### src/rtl/trap_arbiter.sv
// M-stage trap arbiter: interrupt/exception prioritisation, delegation, WFI stall/timeout FSM.
// M outputs are combinational (0 cycles); W copies lag by one cycle and honour StallW/FlushW.
module trap_arbiter #(
    parameter int NINT        = 16,
    parameter int CAUSEW      = $clog2(NINT),
    parameter int S_SUPPORTED = 1,
    parameter int WFI_TIMEOUT = 100
) (
    input  logic              clk,
    input  logic              reset,
    input  logic              InstrValidM,
    input  logic              CommittedM,
    input  logic              CommittedF,
    input  logic              InstrMisalignedFaultM,
    input  logic              InstrAccessFaultM,
    input  logic              HPTWInstrAccessFaultM,
    input  logic              IllegalInstrFaultM,
    input  logic              BreakpointFaultM,
    input  logic              LoadMisalignedFaultM,
    input  logic              StoreAmoMisalignedFaultM,
    input  logic              LoadAccessFaultM,
    input  logic              StoreAmoAccessFaultM,
    input  logic              EcallFaultM,
    input  logic              InstrPageFaultM,
    input  logic              LoadPageFaultM,
    input  logic              StoreAmoPageFaultM,
    input  logic              mretM,
    input  logic              sretM,
    input  logic              wfiM,
    input  logic [1:0]        PrivilegeModeW,
    input  logic [NINT-1:0]   MIP_REGW,
    input  logic [NINT-1:0]   MIE_REGW,
    input  logic [NINT-1:0]   MIDELEG_REGW,
    input  logic [15:0]       MEDELEG_REGW,
    input  logic              STATUS_MIE,
    input  logic              STATUS_SIE,
    input  logic              STATUS_TW,
    input  logic              StallW,
    input  logic              FlushW,
    output logic              TrapM,
    output logic              RetM,
    output logic              InterruptM,
    output logic              ExceptionM,
    output logic              IntPendingM,
    output logic              DelegateM,
    output logic [CAUSEW-1:0] CauseM,
    output logic              WFIStallM,
    output logic              TrapW,
    output logic              InterruptW,
    output logic              DelegateW,
    output logic [CAUSEW-1:0] CauseW
);

    localparam int CNTW = $clog2(WFI_TIMEOUT + 1);
    localparam logic [CNTW-1:0] CNT_LIM = CNTW'(WFI_TIMEOUT - 1);
    localparam bit S_EN = (S_SUPPORTED != 0);

    // Implemented lines: odd causes 1..13 plus every local line from 16 up.
    function automatic logic [NINT-1:0] impl_mask();
        logic [NINT-1:0] m;
        for (int i = 0; i < NINT; i++)
            m[i] = (i >= 16) || ((i % 2 == 1) && (i <= 13));
        return m;
    endfunction
    localparam logic [NINT-1:0] IMPL = impl_mask();

    typedef enum logic {S_RUN, S_WAIT} state_t;

    state_t            state;
    logic [CNTW-1:0]   count;
    logic [NINT-1:0]   pending, enabled, valid_ints;
    logic              m_en, s_en, exc_src, wfi_timeout, tw_count_en, enter_wait;
    logic [CAUSEW-1:0] int_cause;
    logic [3:0]        exc_cause;

    assign pending     = MIP_REGW & MIE_REGW & IMPL;
    assign IntPendingM = |pending;
    assign m_en        = (PrivilegeModeW != 2'b11) | STATUS_MIE;
    assign s_en        = (PrivilegeModeW == 2'b00) | ((PrivilegeModeW == 2'b01) & STATUS_SIE);
    assign enabled     = ({NINT{m_en}} & pending & ~MIDELEG_REGW)
                       | ({NINT{s_en}} & pending & MIDELEG_REGW);
    assign valid_ints  = enabled & ~{NINT{CommittedM | CommittedF}};
    assign InterruptM  = (|valid_ints) & InstrValidM;

    assign exc_src = InstrMisalignedFaultM | InstrAccessFaultM | HPTWInstrAccessFaultM
                   | IllegalInstrFaultM | BreakpointFaultM | LoadMisalignedFaultM
                   | StoreAmoMisalignedFaultM | LoadAccessFaultM | StoreAmoAccessFaultM
                   | EcallFaultM | InstrPageFaultM | LoadPageFaultM | StoreAmoPageFaultM;

    // A wake or a flush in the limit cycle cancels the timeout trap.
    assign tw_count_en = STATUS_TW & (PrivilegeModeW != 2'b11);
    assign wfi_timeout = ~reset & (state == S_WAIT) & tw_count_en & (count == CNT_LIM)
                       & ~IntPendingM & ~FlushW;

    assign ExceptionM = exc_src | wfi_timeout;
    assign TrapM      = ExceptionM | InterruptM;
    assign RetM       = mretM | sretM;
    assign enter_wait = wfiM & InstrValidM & ~TrapM & ~IntPendingM;

    // Later assignments override earlier ones, so the fixed list runs lowest priority first.
    always_comb begin
        int_cause = '0;
        for (int i = NINT - 1; i >= 16; i--)
            if (valid_ints[i]) int_cause = CAUSEW'(i);
        if (valid_ints[13]) int_cause = CAUSEW'(13);
        if (valid_ints[5])  int_cause = CAUSEW'(5);
        if (valid_ints[1])  int_cause = CAUSEW'(1);
        if (valid_ints[9])  int_cause = CAUSEW'(9);
        if (valid_ints[7])  int_cause = CAUSEW'(7);
        if (valid_ints[3])  int_cause = CAUSEW'(3);
        if (valid_ints[11]) int_cause = CAUSEW'(11);
    end

    always_comb begin
        exc_cause = 4'd0;
        if (InstrPageFaultM)                                exc_cause = 4'd12;
        else if (InstrAccessFaultM | HPTWInstrAccessFaultM) exc_cause = 4'd1;
        else if (IllegalInstrFaultM | wfi_timeout)          exc_cause = 4'd2;
        else if (InstrMisalignedFaultM)                     exc_cause = 4'd0;
        else if (BreakpointFaultM)                          exc_cause = 4'd3;
        else if (EcallFaultM)                               exc_cause = {2'b10, PrivilegeModeW};
        else if (LoadMisalignedFaultM)                      exc_cause = 4'd4;
        else if (StoreAmoMisalignedFaultM)                  exc_cause = 4'd6;
        else if (LoadPageFaultM)                            exc_cause = 4'd13;
        else if (StoreAmoPageFaultM)                        exc_cause = 4'd15;
        else if (LoadAccessFaultM)                          exc_cause = 4'd5;
        else if (StoreAmoAccessFaultM)                      exc_cause = 4'd7;
    end

    assign CauseM    = reset ? '0 : (InterruptM ? int_cause : CAUSEW'(exc_cause));
    assign DelegateM = S_EN & ((PrivilegeModeW == 2'b00) | (PrivilegeModeW == 2'b01))
                     & (InterruptM ? MIDELEG_REGW[CauseM] : MEDELEG_REGW[CauseM[3:0]]);
    assign WFIStallM = ~reset & ((state == S_RUN) ? enter_wait
                                                  : (~IntPendingM & ~wfi_timeout & ~FlushW));

    always_ff @(posedge clk) begin
        if (reset) begin
            state <= S_RUN;
            count <= '0;
        end else if (state == S_RUN) begin
            if (enter_wait) begin
                state <= S_WAIT;
                count <= '0;
            end
        end else if (IntPendingM | FlushW | wfi_timeout) begin
            state <= S_RUN;
        end else if (tw_count_en) begin
            count <= count + CNTW'(1);
        end
    end

    always_ff @(posedge clk) begin
        if (reset | FlushW) begin
            TrapW      <= 1'b0;
            InterruptW <= 1'b0;
            DelegateW  <= 1'b0;
            CauseW     <= '0;
        end else if (!StallW) begin
            TrapW      <= TrapM;
            InterruptW <= InterruptM;
            DelegateW  <= DelegateM;
            CauseW     <= CauseM;
        end
    end

endmodule

### config.mk
export PLATFORM = sky130hd
export DESIGN_NAME = trap_arbiter
export DESIGN_NICKNAME = d
export VERILOG_FILES = /design/src/rtl/trap_arbiter.sv
export SDC_FILE = /design/constraint.sdc
export NUM_CORES = 1
export LEC_CHECK = 0
export CAP_MARGIN = 20
export CORE_MARGIN = 3
export CORE_UTILIZATION = 38
export DETAILED_ROUTE_END_ITERATION = 6
export PLACE_DENSITY = 0.88
export SKIP_LAST_GASP = 1
export SLEW_MARGIN = 20
export SYNTH_ARGS = -nofsm -noshare
export SYNTH_HDL_FRONTEND = slang
export SYNTH_SLANG_ARGS = --single-unit
export TNS_END_PERCENT = 1
### constraint.sdc
create_clock -name clk -period 5.4 [get_ports clk]
set_input_delay 1.08 -clock clk [delete_from_list [all_inputs] [get_ports clk]]
set_output_delay 1.08 -clock clk [all_outputs]
set_load 0.01 [all_outputs]
Word-level counts from Yosys, hierarchy flattened --
Cells that the tools add are included.
Word-level totals: register bits 15, bits of input ports 92, output and inout bits 18, logic and storage cells 105
Cells by class: $add $sub $neg 1, magnitude comparators 1, equal/unequal tests 5, mux-type cells 34, bitwise gates (word level) 53, reductions and logical operators 5
Operators with widths (number):
- $mux 4 | 19
- $and 16x16->16 | 3
- $and 16x14->16 | 2
- $not 16->16 | 2
- $mux 7 | 4
- $or 1x1->1 | 24
- $or 16x16->16 | 1
- $reduce_or 16->1 | 1
- $and 1x1->1 | 15
- $and 14x14->14 | 1
- $bmux 1 s4 | 2
- $add 7x1->7 const B | 1
- $eq 7x7->1 const B | 1
- $mux 1 | 7
- $reduce_or 7->1 | 1
- $mux 3 | 2
- $lt 4x5->1 const B | 1
- $not 1->1 | 5
- $ne 2x2->1 const B | 2
- $reduce_and 3->1 | 1
- $eq 2x1->1 const B | 1
- $logic_not 2->1 | 1
- $ne 2x1->1 const B | 1
- $reduce_bool 2->1 | 1

Longest topological paths before layout --
Gate-level depths: netlist of run 1.
depth in word-level cells 20, depth in mapped cells 12, gate-level depth less buffers 11

Worst setup path before layout of run 1 --
No wires, ideal clock.
kind input port to output port, start point in reset, end point out DelegateM, arrival 3422 ps, data required time 4320 ps, path slack 898 ps, cell stages on the path 11, buffers on the path 1, path through buf_6 or4b_4 or4_1 nor2_1 a22oi_1 a211o_4 clkinv_4 a221oi_1 o2111ai_2 o2111ai_1 nor2_1
On the way: cells in the longest elaborated chain, start to end 16, elaborated cells between the ends (all ways) 18, classes of those cells 10 x mux; 8 x bitwise
RTL lines:
- start, declared | RTL line 10 | input logic reset,
- $not 1->1 | RTL line 92 | assign wfi_timeout = ~reset & (state == S_WAIT) & tw_count_en & (count == CNT_LIM)
- $and 1x1->1 (3 in a row) | RTL line 92
- $and 1x1->1 (2 in a row) | RTL line 93 | & ~IntPendingM & ~FlushW;
- $or 1x1->1 | RTL line 118 | else if (IllegalInstrFaultM | wfi_timeout) exc_cause = 4'd2;
- $mux 4 | RTL line 118
- $mux 4 | RTL line 117 | else if (InstrAccessFaultM | HPTWInstrAccessFaultM) exc_cause = 4'd1;
- $mux 4 | RTL line 116 | if (InstrPageFaultM) exc_cause = 4'd12;
- $mux 4 | RTL line 130 | assign CauseM = reset ? '0 : (InterruptM ? int_cause : CAUSEW'(exc_cause));
- $mux 4 * | RTL line 130
- via CauseM[1] | RTL line 46 | output logic [CAUSEW-1:0] CauseM,
- $bmux 1 s4 | RTL line 132 | & (InterruptM ? MIDELEG_REGW[CauseM] : MEDELEG_REGW[CauseM[3:0]]);
- $mux 1 (implied by the code) | RTL line 132
- $mux 1 * | RTL line 132
- $and 1x1->1 * | RTL line 132
- end, declared | RTL line 45 | output logic DelegateM,
The timed path passes the listed nets; every way through them passes the cells marked *. The select of a mux whose other input is x is not followed.

Worst setup path after layout of run 1 --
start point in reset, end point out DelegateM
On the way: cells in the longest elaborated chain, start to end 16, elaborated cells between the ends (all ways) 18, classes of those cells 10 x mux; 8 x bitwise
RTL lines (RTL line):
- $not 1->1 | 92
- $and 1x1->1 (3 in a row) | 92
- $and 1x1->1 (2 in a row) | 93
- $or 1x1->1 | 118
- $mux 4 | 118
- $mux 4 | 117
- $mux 4 | 116
- $mux 4 | 130
- $mux 4 * | 130
- $bmux 1 s4 | 132
- $mux 1 (implied by the code) | 132
- $mux 1 * | 132
- $and 1x1->1 * | 132
Mark *: on every way between the ends. The rest lies on a longest branch, timed or not. The select of a mux whose other input is x is not followed.

==> results.py, run 1 <==
metrics = {
    "sta": {
        "tightest_slew_ns": 0.488,
        "fin_crit_sh": 0.981,
        "relSlewSlack": 0.672,
        "period_needed_ns": 5.30,
        "fin_skew_ns": 0.00335,
        "setup_viol": 0,
        "hold_viol": 0,
        "drv_slew": 0,
        "fmax_mhz": 189,
        "whs_ns": 0.492,
    },
    "routing": {
        "viasPerCell": 5.84,
        "firstDrtPassIters": 4,
        "vias": 2535,
        "drt_iter0_markers": 123,
        "avgRoutedWirePerCell_um": 16.3,
        "ant_nets": 0,
        "drc": 0,
        "wl_um": 7050,
    },
    "floorplanning": {
        "die_area_sq_um": 5740,
        "fp.dieW_um": 75.8,
        "num_io_pins": 110,
        "die_height_um": 75.8,
        "start_util": 0.408,
        "coreArea_sq_um": 4530,
        "num_rows": 24,
    },
    "global_route": {
        "grt_pass1_vias": 2537,
        "grt_pass1_wl_um": 10900,
        "grt_busiest_layer": "met2",
        "use_met2": 0.422,
        "grt_usage": 0.236,
        "met1_usage": 0.293,
        "met3_usage": 0.0264,
        "antenna_found_initial": 0,
        "overflow": 0,
        "grt_max_degree": 17,
    },
    "synth": {
        "synth_cell_types": 71,
        "yosys_warnings": 0,
        "ys_async_sr_fraction": 0,
        "ys_seq_area_frac": 0.162,
        "synth_area_sq_um": 1850,
        "muxShareOfSynthArea": 0.0162,
        "synth-compound-area-share": 0.395,
        "synthSimpleGateAreaFrac": 0.346,
        "ys_seq_elements": 15,
        "synth_xor_area_frac": 0.0189,
        "synthAdderAreaFrac": 0.00677,
        "syn_area_per_cell_sq_um": 7.37,
        "synth_nets": 344,
        "synth_edf_count": 0,
        "synthCells": 251,
        "synth_top_family_by_area": "compound AO/OA/AOI/OAI gates",
        "synth_ff_type": "dfxtp_1",
    },
    "clock_tree": {
        "cts_tree": "done",
        "cts_setup_buffers": 0,
        "clockBufferDepth": 2,
        "cts_sinks": 15,
        "htree_levels": 1,
        "clk_pin_slew_worst_paths_ns": 0.05,
        "cts_root_buf": "clkbuf_8",
        "cts_buffers": 3,
        "clk-insertion-delay-late_ns": 0.24,
    },
    "finish": {
        "final_cell_mix": "clkdlybuf4s50_1, nor2_1, buf_4",
        "final_cell_area_sq_um": 3120,
        "areaGrowthSynthToFinish_pct": 68.8,
        "final_common_cell": "clkdlybuf4s50_1",
        "drive_above_1_share": 0.157,
        "stdcell_count": 434,
        "n_antenna_cell": 0,
        "nets": 463,
        "fin_util": 0.688,
    },
    "setup_path": {
        "end_kind": "output pin",
        "cp_max_fo": 7,
        "crit_type": "primary input to output pin",
        "arrival_ns": 4.22,
        "ff2ff_path_depth": 11,
        "crit_required_ns": 4.32,
        "critPathLaunchType": "primary input",
    },
    "min_path": {
        "hold_depth": 2,
        "min_path_type": "flop to flop",
    },
    "pwr": {
        "peakVddDrop_mv": 0.164,
        "p_leak_nw": 1.15,
        "finalPower_mw": 0.396,
        "powerDensity_nw_per_um2": 127,
    },
    "placed_design": {
        "placed_cells": 430,
        "dp_hpwl_um": 5670,
        "portBuffers": 91,
        "gp_congestion": 0.886,
        "dpl_cell_area_sq_um": 3050,
    },
    "run_status": {
        "status": "finished, final reports clean",
    },
    "run": {
        "maxCapViolations": 0,
    },
}
==> sequential cells by signal, summed over array words and instances, names as in the netlist <==
name / cells
InterruptW: 1
TrapW: 1
count: 7
state: 1
CauseW: 4
DelegateW: 1
==> critical path: stages <==
cell             delay [ns]
clkdlybuf4s50_1        0.43
or4b_4                 0.53
or4_1                  0.53
nor2_1                 0.10
a22oi_1                0.08
a211o_4                0.41
buf_4                  0.15
a221oi_1               0.25
o21ai_1                0.14
nand4_1                0.15
nor2_1                 0.07
dlygate4sd2_1          0.29
==> cells in the mapped netlist, types with 3 or more instances <==
master     count  area [sq um]
nand4_1        6          37.5
xor2_1         3          26.3
a221oi_1       9          78.8
clkbuf_1       4          15.0
nand3b_1       3          22.5
dfxtp_1       15           300
and3_1         5          31.3
a21oi_1       15          75.1
nor4_1         5          31.3
nor2b_1        3          18.8
nand3_1        8          40.0
mux2i_1        3          30.0
buf_2          5          25.0
o2111ai_1      3          26.3
nand2_1       15          56.3
nor3_1         4          20.0
a22oi_1        6          45.0
inv_1         10          37.5
o211ai_1       3          22.5
nand2b_1       8          50.1
a211o_1        3          26.3
or3_1          4          25.0
a211oi_1       4          30.0
or2_2          3          18.8
a2bb2oi_1      4          35.0
o21ai_0       11          55.1
nor2_1        34           128
==> logic make-up after synthesis <==
kind of cell,count (synthesis)
AO/OA/AOI/OAI,91
XOR/XNOR,4
adder cells (fa/ha/maj),1
buffers and inverters,22
flip-flops,15
multiplexers,3
AND/OR/NAND/NOR,115
==> timing repair <==
item / CTS / global route
pin swaps: 1 / 1
hold buffers: 0 / 0
setup endpoints to repair: 1 / 1
gates resized for setup: 2 / 6
==> final cells by class <==
type / instances / area (sq um)
well taps: 65 / 81.3
multi-input cells: 214 / 1470
fillers: 373 / 1410
repair buffers: 124 / 1170
flip-flops and latches: 15 / 300
inverters: 12 / 52.6
clock buffers: 4 / 45.0
==> power breakdown <==
group	internal (mW)	switching, mW
registers	0.112	0.000773
logic	0.108	0.0867
clock network	0.0521	0.0360
==> path summary, 6_finish.rpt <==
kind	endpoint	slack, ns	from
min reg2reg	InterruptW$_SDFFE_PP0N_	0.49	InterruptW$_SDFFE_PP0N_
min	InterruptW$_SDFFE_PP0N_	0.49	InterruptW$_SDFFE_PP0N_
max	DelegateM	0.10	reset
max reg2reg	DelegateW$_SDFFE_PP0N_	2.27	count[2]$_SDFFE_PP0P_
==> metrics by stage <==
step | TNS [ns] | setup slack [ns]
floorplan | 0 | 0.898
finish | 0 | 0.103
detailed placement | -0.112 | -0.112
CTS | 0 | 0.125
global placement | -0.00186 | -0.00186
global route | -0.0207 | -0.0207
==> layer usage <==
layer  wire [um]  vias to the layer above
met3         511                       16
li1            -                     1234
met2        3450                      106
met5           0                        -
met1        2970                     1179
met4         123                        0
Power figures use the tool's default switching activity.
==> inputs of run 2 (changes only) <==
--- a/config.mk
+++ b/config.mk
@@ -8,6 +8,7 @@
 export CAP_MARGIN = 20
 export CORE_MARGIN = 3
 export CORE_UTILIZATION = 38
+export CTS_CLUSTER_DIAMETER = 200
 export DETAILED_ROUTE_END_ITERATION = 6
 export PLACE_DENSITY = 0.88
 export SKIP_LAST_GASP = 1
==> results of run 2 <==
No change in the layout: final DEF, timing and power equal those of run 1.
==> inputs of run 3 (changes only) <==
--- a/config.mk
+++ b/config.mk
@@ -7,10 +7,11 @@
 export LEC_CHECK = 0
 export CAP_MARGIN = 20
 export CORE_MARGIN = 3
-export CORE_UTILIZATION = 38
+export CORE_UTILIZATION = 35
 export CTS_CLUSTER_DIAMETER = 200
+export CTS_CLUSTER_SIZE = 14
 export DETAILED_ROUTE_END_ITERATION = 6
-export PLACE_DENSITY = 0.88
+export PLACE_DENSITY = 0.86
 export SKIP_LAST_GASP = 1
 export SLEW_MARGIN = 20
 export SYNTH_ARGS = -nofsm -noshare
==> constraint.sdc (replaced) <==
create_clock -name clk -period 4.5 [get_ports clk]
set_input_delay 0.9 -clock clk [delete_from_list [all_inputs] [get_ports clk]]
set_output_delay 0.9 -clock clk [all_outputs]
set_load 0.01 [all_outputs]
==> results.py, run 3 (same netlist as run 1, synthesis figures left out) <==
metrics = {
    "run_status": {
        "status": "finished, violations left",
        "violations": "setup timing",
    },
    "routing": {
        "avgRoutedWirePerCell_um": 20.9,
        "viasPerCell": 6.38,
        "drt_iter0_markers": 337,
        "drc": 0,
        "ant_nets": 0,
        "wl_um": 10300,
        "vias": 3146,
        "firstDrtPassIters": 5,
    },
    "placed_design": {
        "gp_congestion": 0.933,
        "portBuffers": 91,
        "pre_cts_ws_ns": -0.626,
        "dp_hpwl_um": 6400,
    },
    "sta": {
        "fmax_mhz": 219,
        "drv_slew": 0,
        "setup_viol": 2,
        "setup_tns_ns": -0.0824,
        "fin_crit_sh": 1.02,
        "relSlewSlack": 0.662,
        "hold_viol": 0,
        "layout_setup_ws_ns": -0.0694,
        "period_needed_ns": 4.57,
        "tightest_slew_ns": 0.501,
        "fin_skew_ns": 0.000732,
    },
    "pwr": {
        "p_leak_nw": 1.70,
        "switching_power_mw": 0.195,
        "clkPwrFrac": 0.195,
        "peakVddDrop_mv": 0.183,
        "swShare": 0.349,
        "p_int_mw": 0.364,
        "comb_power_share": 0.562,
        "powerDensity_nw_per_um2": 143,
        "finalPower_mw": 0.558,
        "pwr-share-seq": 0.243,
    },
    "setup_path": {
        "critPathLaunchType": "primary input",
        "arrival_ns": 3.67,
        "r2r_start": "count[2]$_SDFFE_PP0P_",
        "crit_type": "primary input to output pin",
        "crit_required_ns": 3.60,
        "setup.worst_path.start": "STATUS_MIE",
        "end_kind": "output pin",
        "cp_max_fo": 7,
    },
    "finish": {
        "nets": 520,
        "n_antenna_cell": 0,
        "regMostFlops": "count",
        "fin_util": 0.797,
        "final_common_cell": "buf_4",
        "final_cell_mix": "buf_4, clkdlybuf4s50_1, nor2_1, dlymetal6s2s_1",
        "drive_above_1_share": 0.359,
        "largest_reg_flops": 7,
        "areaGrowthSynthToFinish_pct": 112,
        "reg_top3": "count: 7 flops, CauseW: 4 flops",
    },
    "floorplanning": {
        "start_util": 0.377,
        "fp.dieW_um": 78.7,
        "die_area_sq_um": 6190,
        "num_rows": 25,
        "coreArea_sq_um": 4910,
        "num_io_pins": 110,
        "die_height_um": 78.7,
    },
    "min_path": {
        "min_path_type": "flop to flop",
        "min_from": "CauseW[3]$_SDFFE_PP0N_",
    },
    "clock_tree": {
        "cts_root_buf": "clkbuf_8",
        "cts_tree": "done",
        "clk_pin_slew_worst_paths_ns": 0.06,
        "cts_buffers": 3,
        "clk-insertion-delay-late_ns": 0.25,
        "htree_levels": 1,
        "cts_hold_buf": 0,
        "cts_sinks": 15,
        "clockBufferDepth": 2,
    },
    "global_route": {
        "grt_pass1_vias": 2928,
        "grt_max_degree": 17,
        "overflow": 0,
        "grt_pass1_wl_um": 13500,
        "grt_usage": 0.265,
        "antenna_found_initial": 0,
    },
    "run": {
        "maxCapViolations": 0,
    },
}
## run 3: worst paths after layout
check / end / slack (ns) / depth (start not counted)
worst max register to register: DelegateW$_SDFFE_PP0N_ / 1.11 / 12
worst min-delay path: CauseW[3]$_SDFFE_PP0N_ / 0.50 / 2
worst min register to register: CauseW[3]$_SDFFE_PP0N_ / 0.50 / 2
worst max-delay path: DelegateM / -0.07 / 12
## run 3: critical path, cell delays in order
cell and delay, ns:
clkdlybuf4s50_1 0.52, and3b_1 0.23, a211o_1 0.31, o211ai_1 0.21, a22oi_2 0.15, a211o_4 0.42
clkinv_4 0.10, a221oi_2 0.04, o2111ai_2 0.24, o2111ai_2 0.19, nor2_1 0.18, buf_2 0.16
## run 3: per-layer routing
layer	routed length [um]	global-route usage	part of all wire
met5	0	0	0
met4	686	0.119	0.067
met3	821	0.0374	0.080
met2	5130	0.486	0.50
met1	3650	0.302	0.35
## run 3: final cells by class
type	instances	area, sq um
Clock buffer	3	41.3
Clock inverter	1	5.00
Fill cell	311	995
Inverter	12	52.6
Multi-Input combinational cell	214	1780
Sequential cell	15	300
Tap cell	67	83.8
Timing Repair Buffer	181	1650
## run 3: timing repair
| item | in CTS | in global routing |
|---|---|---|
| cloned | 0 | 0 |
| endpoints found under the hold margin | 0 | 0 |
| setup endpoints to repair | 5 | 5 |
| pin swaps | 12 | 34 |
| buffers inserted | 7 | 6 |
| resized for setup | 28 | 76 |
## run 3: metrics by stage
step                      instances  hold WS (ns)  area, sq um
after floorplan                 251         0.460         1850
after global placement          476         0.472         3370
after detailed placement        476         0.480         3370
after CTS                       487         0.495         3540
after global routing            493         0.541         3920
final                           493         0.502         3920
## run 3: power groups by stage
stage                     combinational, mW  clock (mW)  sequential, mW
final                                 0.314       0.109           0.136
after global routing                  0.329       0.118           0.136
after CTS                             0.263       0.111           0.135
after detailed placement              0.251           0           0.138
after global placement                0.245           0           0.138
after floorplan                      0.0886           0           0.139
